File: src/rtl/pulse_indicator_if.sv
// Event strobe in, LED drive and queue status out; master is the event source, slave the indicator.
interface pulse_indicator_if #(
    parameter int PEND_W = 4
);
    logic              pulse_in;
    logic              led_out;
    logic              busy;
    logic [PEND_W-1:0] pending;
    logic              overflow;

    modport master (
        output pulse_in,
        input  led_out,
        input  busy,
        input  pending,
        input  overflow
    );

    modport slave (
        input  pulse_in,
        output led_out,
        output busy,
        output pending,
        output overflow
    );
endinterface

File: src/rtl/pulse_indicator.sv
// Stretches one-cycle event strobes into ON_CYCLES LED blinks separated by OFF_CYCLES dark gaps.
// Define PULSE_INDICATOR_QUEUE_EN to queue events arriving mid-blink; otherwise they are dropped.
module pulse_indicator #(
    parameter int ON_CYCLES  = 25000000,
    parameter int OFF_CYCLES = 12500000,
    parameter int CNT_W      = 28,
    parameter int PEND_W     = 4
) (
    input  logic               CLK,
    input  logic               clear,
    pulse_indicator_if.slave   bus
);
    typedef enum logic [1:0] {
        ST_IDLE = 2'b00,
        ST_ON   = 2'b01,
        ST_GAP  = 2'b10
    } state_t;

    localparam logic [CNT_W-1:0] ON_LOAD  = CNT_W'(ON_CYCLES - 1);
    localparam logic [CNT_W-1:0] OFF_LOAD = CNT_W'(OFF_CYCLES - 1);

    state_t           state_q, state_d;
    logic [CNT_W-1:0] cnt_q, cnt_d;
    logic             ovf_q, ovf_d;
    logic             led_q, led_d;
    logic             busy_q, busy_d;
    logic             accept;
    logic             queued;

`ifdef PULSE_INDICATOR_QUEUE_EN
    localparam logic [PEND_W-1:0] PEND_MAX = {PEND_W{1'b1}};
    logic [PEND_W-1:0] pend_q, pend_d;
    logic              deq;
`endif

    always_comb begin
        state_d = state_q;
        cnt_d   = cnt_q;
        ovf_d   = ovf_q;
        accept  = 1'b0;
`ifdef PULSE_INDICATOR_QUEUE_EN
        pend_d  = pend_q;
        deq     = 1'b0;
`endif
        case (state_q)
            ST_IDLE: begin
                accept = 1'b1;
                if (bus.pulse_in) begin
                    state_d = ST_ON;
                    cnt_d   = ON_LOAD;
                end
            end
            ST_ON: begin
                if (cnt_q == '0) begin
                    state_d = ST_GAP;
                    cnt_d   = OFF_LOAD;
                end else begin
                    cnt_d = cnt_q - 1'b1;
                end
            end
            ST_GAP: begin
                if (cnt_q == '0) begin
                    // A live strobe on the last gap cycle takes priority over the queue.
                    accept  = 1'b1;
                    state_d = ST_IDLE;
                    if (bus.pulse_in) begin
                        state_d = ST_ON;
                        cnt_d   = ON_LOAD;
                    end
`ifdef PULSE_INDICATOR_QUEUE_EN
                    else if (pend_q != '0) begin
                        state_d = ST_ON;
                        cnt_d   = ON_LOAD;
                        deq     = 1'b1;
                    end
`endif
                end else begin
                    cnt_d = cnt_q - 1'b1;
                end
            end
            default: begin
                state_d = ST_IDLE;
                cnt_d   = '0;
            end
        endcase

        queued = bus.pulse_in && !accept;

`ifdef PULSE_INDICATOR_QUEUE_EN
        if (queued && !deq) begin
            if (pend_q == PEND_MAX) begin
                ovf_d = 1'b1;
            end else begin
                pend_d = pend_q + 1'b1;
            end
        end else if (deq && !queued) begin
            pend_d = pend_q - 1'b1;
        end
`else
        if (queued) begin
            ovf_d = 1'b1;
        end
`endif

        led_d  = (state_d == ST_ON);
        busy_d = (state_d != ST_IDLE);
    end

    always_ff @(posedge CLK) begin
        if (clear) begin
            state_q <= ST_IDLE;
            cnt_q   <= '0;
            ovf_q   <= 1'b0;
            led_q   <= 1'b0;
            busy_q  <= 1'b0;
`ifdef PULSE_INDICATOR_QUEUE_EN
            pend_q  <= '0;
`endif
        end else begin
            state_q <= state_d;
            cnt_q   <= cnt_d;
            ovf_q   <= ovf_d;
            led_q   <= led_d;
            busy_q  <= busy_d;
`ifdef PULSE_INDICATOR_QUEUE_EN
            pend_q  <= pend_d;
`endif
        end
    end

    assign bus.led_out  = led_q;
    assign bus.busy     = busy_q;
    assign bus.overflow = ovf_q;
`ifdef PULSE_INDICATOR_QUEUE_EN
    assign bus.pending  = pend_q;
`else
    assign bus.pending  = '0;
`endif

endmodule
File: src/flat_wrapper.sv
// flat-port wrapper written by rule: the top's interface ports become plain ports
module pulse_indicator_flat 
#(
    parameter int ON_CYCLES  = 25000000,
    parameter int OFF_CYCLES = 12500000,
    parameter int CNT_W      = 28,
    parameter int PEND_W     = 4
)
  (CLK, clear, bus_pulse_in, bus_led_out, bus_busy, bus_pending, bus_overflow);
  pulse_indicator_if #(.PEND_W(PEND_W)) bus_i ();
  input  logic CLK;
  input  logic clear;
  input wire logic [$bits(bus_i.pulse_in)-1:0] bus_pulse_in;
  output wire logic [$bits(bus_i.led_out)-1:0] bus_led_out;
  output wire logic [$bits(bus_i.busy)-1:0] bus_busy;
  output wire logic [$bits(bus_i.pending)-1:0] bus_pending;
  output wire logic [$bits(bus_i.overflow)-1:0] bus_overflow;
  assign bus_i.pulse_in = bus_pulse_in;
  assign bus_led_out = bus_i.led_out;
  assign bus_busy = bus_i.busy;
  assign bus_pending = bus_i.pending;
  assign bus_overflow = bus_i.overflow;
  pulse_indicator #(.ON_CYCLES(ON_CYCLES), .OFF_CYCLES(OFF_CYCLES), .CNT_W(CNT_W), .PEND_W(PEND_W)) u_core (.CLK(CLK), .clear(clear), .bus(bus_i));
endmodule
File: config.mk
export PLATFORM = sky130hd
export DESIGN_NAME = pulse_indicator_flat
export DESIGN_NICKNAME = d
export VERILOG_FILES = /design/src/rtl/pulse_indicator_if.sv /design/src/rtl/pulse_indicator.sv /design/src/flat_wrapper.sv
export SDC_FILE = /design/constraint.sdc
export NUM_CORES = 1
export LEC_CHECK = 0
export BUFFER_PORTS_ARGS = -buffer_cell sky130_fd_sc_hd__buf_2
export CORE_UTILIZATION = 38
export CTS_BUF_LIST = sky130_fd_sc_hd__clkbuf_4 sky130_fd_sc_hd__clkbuf_8 sky130_fd_sc_hd__clkbuf_16
export DETAILED_ROUTE_END_ITERATION = 8
export HOLD_SLACK_MARGIN = 0.1
export PLACE_DENSITY_LB_ADDON = 0.3
export SYNTH_ARGS = -nofsm -noshare
export SYNTH_HDL_FRONTEND = slang
export SYNTH_SLANG_ARGS = --single-unit
File: constraint.sdc
create_clock -name CLK -period 2.9 [get_ports CLK]
set_clock_uncertainty 0.2 [all_clocks]
set_input_delay 0.29 -clock CLK [delete_from_list [all_inputs] [get_ports CLK]]
set_output_delay 0.29 -clock CLK [all_outputs]
set_load 0.05 [all_outputs]
==> impl_metrics.tcl <==
set metrics [dict create \
    hold_depth 2 \
    io_pins 10 \
    synth_mux_area_share_pct 1.08 \
    synth_top_family_by_area "simple AND/OR/NAND/NOR gates" \
    r2r-end "u_core.cnt_q[18]" \
    grt_use_total_pct 22.3 \
    clk_pin_slew_ns 0.07 \
    finalCritPeriodShare_pct 90.3 \
    die_x_um 76.1 \
    post-route-drc-count 0 \
    worstSetupPathType "reg -> reg" \
    via_per_inst 6.25 \
    path_delay_family "simple AND/OR/NAND/NOR gates" \
    grt_first_pass_wirelength_um 10100 \
    synth_edf_count 0 \
    max-slew-margin-rel_pct 53.4 \
    antenna_found_initial 0 \
    ys.flop_type "dfxtp_1" \
    first_pass_iters 5 \
    synthCells 271 \
    synth_area_sq_mm 0.00208 \
    power_leakage_nw 0.868 \
    max_freq_mhz 382 \
    layout_common_cells "nor2_1, a21oi_1, dfxtp_1" \
    cp-end-kind "flip-flop" \
    yosys.area.top_type "dfxtp_1" \
    drt_iter0_drc 171 \
    cts_made_buffers 5 \
    nNetsFinal 289 \
    vdd_drop_max_mv 0.241 \
    total_power_mw 1.22 \
    finalSetupViolCount 0 \
    overflow 0 \
    wl_per_cell_um 17.6 \
    maxCapViolCount 0 \
    hp-class "in -> reg" \
    finalWeightedCongestion 0.949 \
    fp.dieArea_sq_mm 0.00579 \
    path_buf_inv 1 \
    r2r_slack_ns 0.28 \
    ctsResizeCount 0 \
    insertion_delay_ns 0.29 \
    n_antenna_cell 0 \
    hold_violations 0 \
    whs_endpoint "u_core.bus.overflow" \
    synth_xor_area_share_pct 2.52 \
    layout_commonest_cell "nor2_1" \
    routed-via-count 2213 \
    yosys.area_share.simple_pct 30.3 \
    ctsHoldBuffers 0 \
    crit_arrival_ns 2.57 \
    grt_pass1_vias 1899 \
    r2r_start "u_core.cnt_q[1]" \
    required_ns 2.85 \
    drt-total-wl_um 6220 \
    clock_path_buffers 2 \
    cp_cell_sequence "inv_1 > ha_1 > nor4b_1 > nand4_1 > or2_1 > o41ai_4 > a21oi_1" \
    placed_area_sq_mm 0.00223 \
    htree_levels 2 \
    slowest_stage "o41ai_4" \
    cts.root.buffer_cell "clkbuf_8" \
    grt_max_degree 19 \
    yosysTopAreaCellShare_pct 31.7 \
    powerDensity_mw_per_mm2 527 \
    ys_ff_latch 33 \
    coreArea_sq_mm 0.00520 \
    startpoint_type "flip-flop" \
    rsz0062_at_grt "false" \
    finalCriticalPeriod_ns 2.62 \
    start_util_pct 40.0 \
    synthArstFlopShare_pct 0 \
    finalMaxSlewViolations 0 \
    outcome "complete, no violations" \
    postCtsSetupBuffers 0 \
    row_count 26 \
    final_cell_area_sq_mm 0.00232 \
    cts.sinks 33 \
    layout-drive-gt1-share_pct 15.5 \
    crit_fanout 10 \
    syn_to_final_growth_pct 11.4 \
    yosysUniqueCellTypes 54 \
    hpwl_um 4410 \
    synth_area_leaders "dfxtp_1, a21oi_1, nor2_1" \
    worstHoldStart "clear" \
    portBuffers 5 \
    cpPeakStageDelay_ns 0.60 \
    synth_compound_area_share_pct 27.5 \
    cts_tree "built" \
    yosysSeqAreaShare_pct 31.7 \
    ant_nets 0 \
    reg2reg_depth 7 \
    avgSynthCellArea_sq_um 7.69 \
    die_h_um 76.1 \
    synth_fa_ha_area_share_pct 1.20 \
    finalSetupTns_ns 0 \
    yosysWarningCount 0 \
    tightest_slew_ns 0.697 \
]
[through the flow]
step	setup slack (ns)	cells	util (%)	hold slack, ns
floorplan	0.647	274	-	0.260
global placement	0.329	347	42.9	0.246
detailed placement	0.320	347	42.9	0.258
CTS	0.296	354	44.6	0.157
global route	0.0284	354	44.6	0.172
finish	0.282	354	44.6	0.163
[cell type report]
type	instances	area, sq um
inverters	5	18.8
multi-input cells	218	1320
repair buffers	21	145
clock buffers	7	90.1
well taps	70	87.6
fillers	555	2880
flip-flops and latches	33	661
[registers in the layout, summed over array words and instances, names as in the netlist]
signal	flops
u_core.cnt_q	28
u_core.state_q	2
u_core.bus.busy	1
u_core.bus.led_out	1
u_core.bus.overflow	1
[routing by layer]
layer | up-vias | global-route usage, % | part of all wire (%)
met3 | 13 | 3.59 | 7.1
met1 | 1071 | 31.7 | 46
li1 | 1027 | - | -
met5 | - | 0 | 0
met2 | 102 | 33.5 | 45
met4 | 0 | 8.27 | 2.4
[Yosys cell counts, drive strengths merged, types with 3 or more instances]
cell type,instances
a211o,3
nor4,10
a31oi,10
or2,5
or4,10
nand4,5
o21ai,23
dfxtp,33
inv,5
o31ai,3
nand2,18
clkbuf,7
xor2,5
nor2,36
a21oi,35
buf,11
a311oi,3
nand3,5
nor3,8
or3,4
[report_power, final]
part	switching (mW)	total, mW	internal [mW]
Combinational	0.205	0.325	0.120
Clock	0.172	0.370	0.198
Sequential	0.0426	0.530	0.487
[kinds of logic after synthesis]
group | Yosys count
XOR/XNOR | 6
flip-flops | 33
buffers and inverters | 23
multiplexers | 2
AO/OA/AOI/OAI | 93
adder cells (fa/ha/maj) | 2
AND/OR/NAND/NOR | 111
other | 1
[how the worst max path moves through the flow]
stage                         start          endpoint  slack (ns)  cells after the start
global placement    u_core.cnt_q[0]   u_core.cnt_q[4]        0.33                      7
global route        u_core.cnt_q[0]  u_core.cnt_q[18]        0.03                      7
CTS                 u_core.cnt_q[0]  u_core.cnt_q[18]        0.30                      7
floorplan           u_core.cnt_q[0]  u_core.cnt_q[13]        0.65                      8
detailed placement  u_core.cnt_q[0]  u_core.cnt_q[18]        0.32                      7
finish              u_core.cnt_q[1]  u_core.cnt_q[18]        0.28                      7
[worst register-to-register path, delay by kind of cell, from the launching register on]
kind,cells,cell delay [ns]
adder cells (fa/ha/maj),1,0.14
buffers and inverters,1,0.10
AND/OR/NAND/NOR,3,1.02
AO/OA/AOI/OAI,2,0.69
flip-flops,1,0.33
No activity file was read; power rests on OpenSTA's default activity.
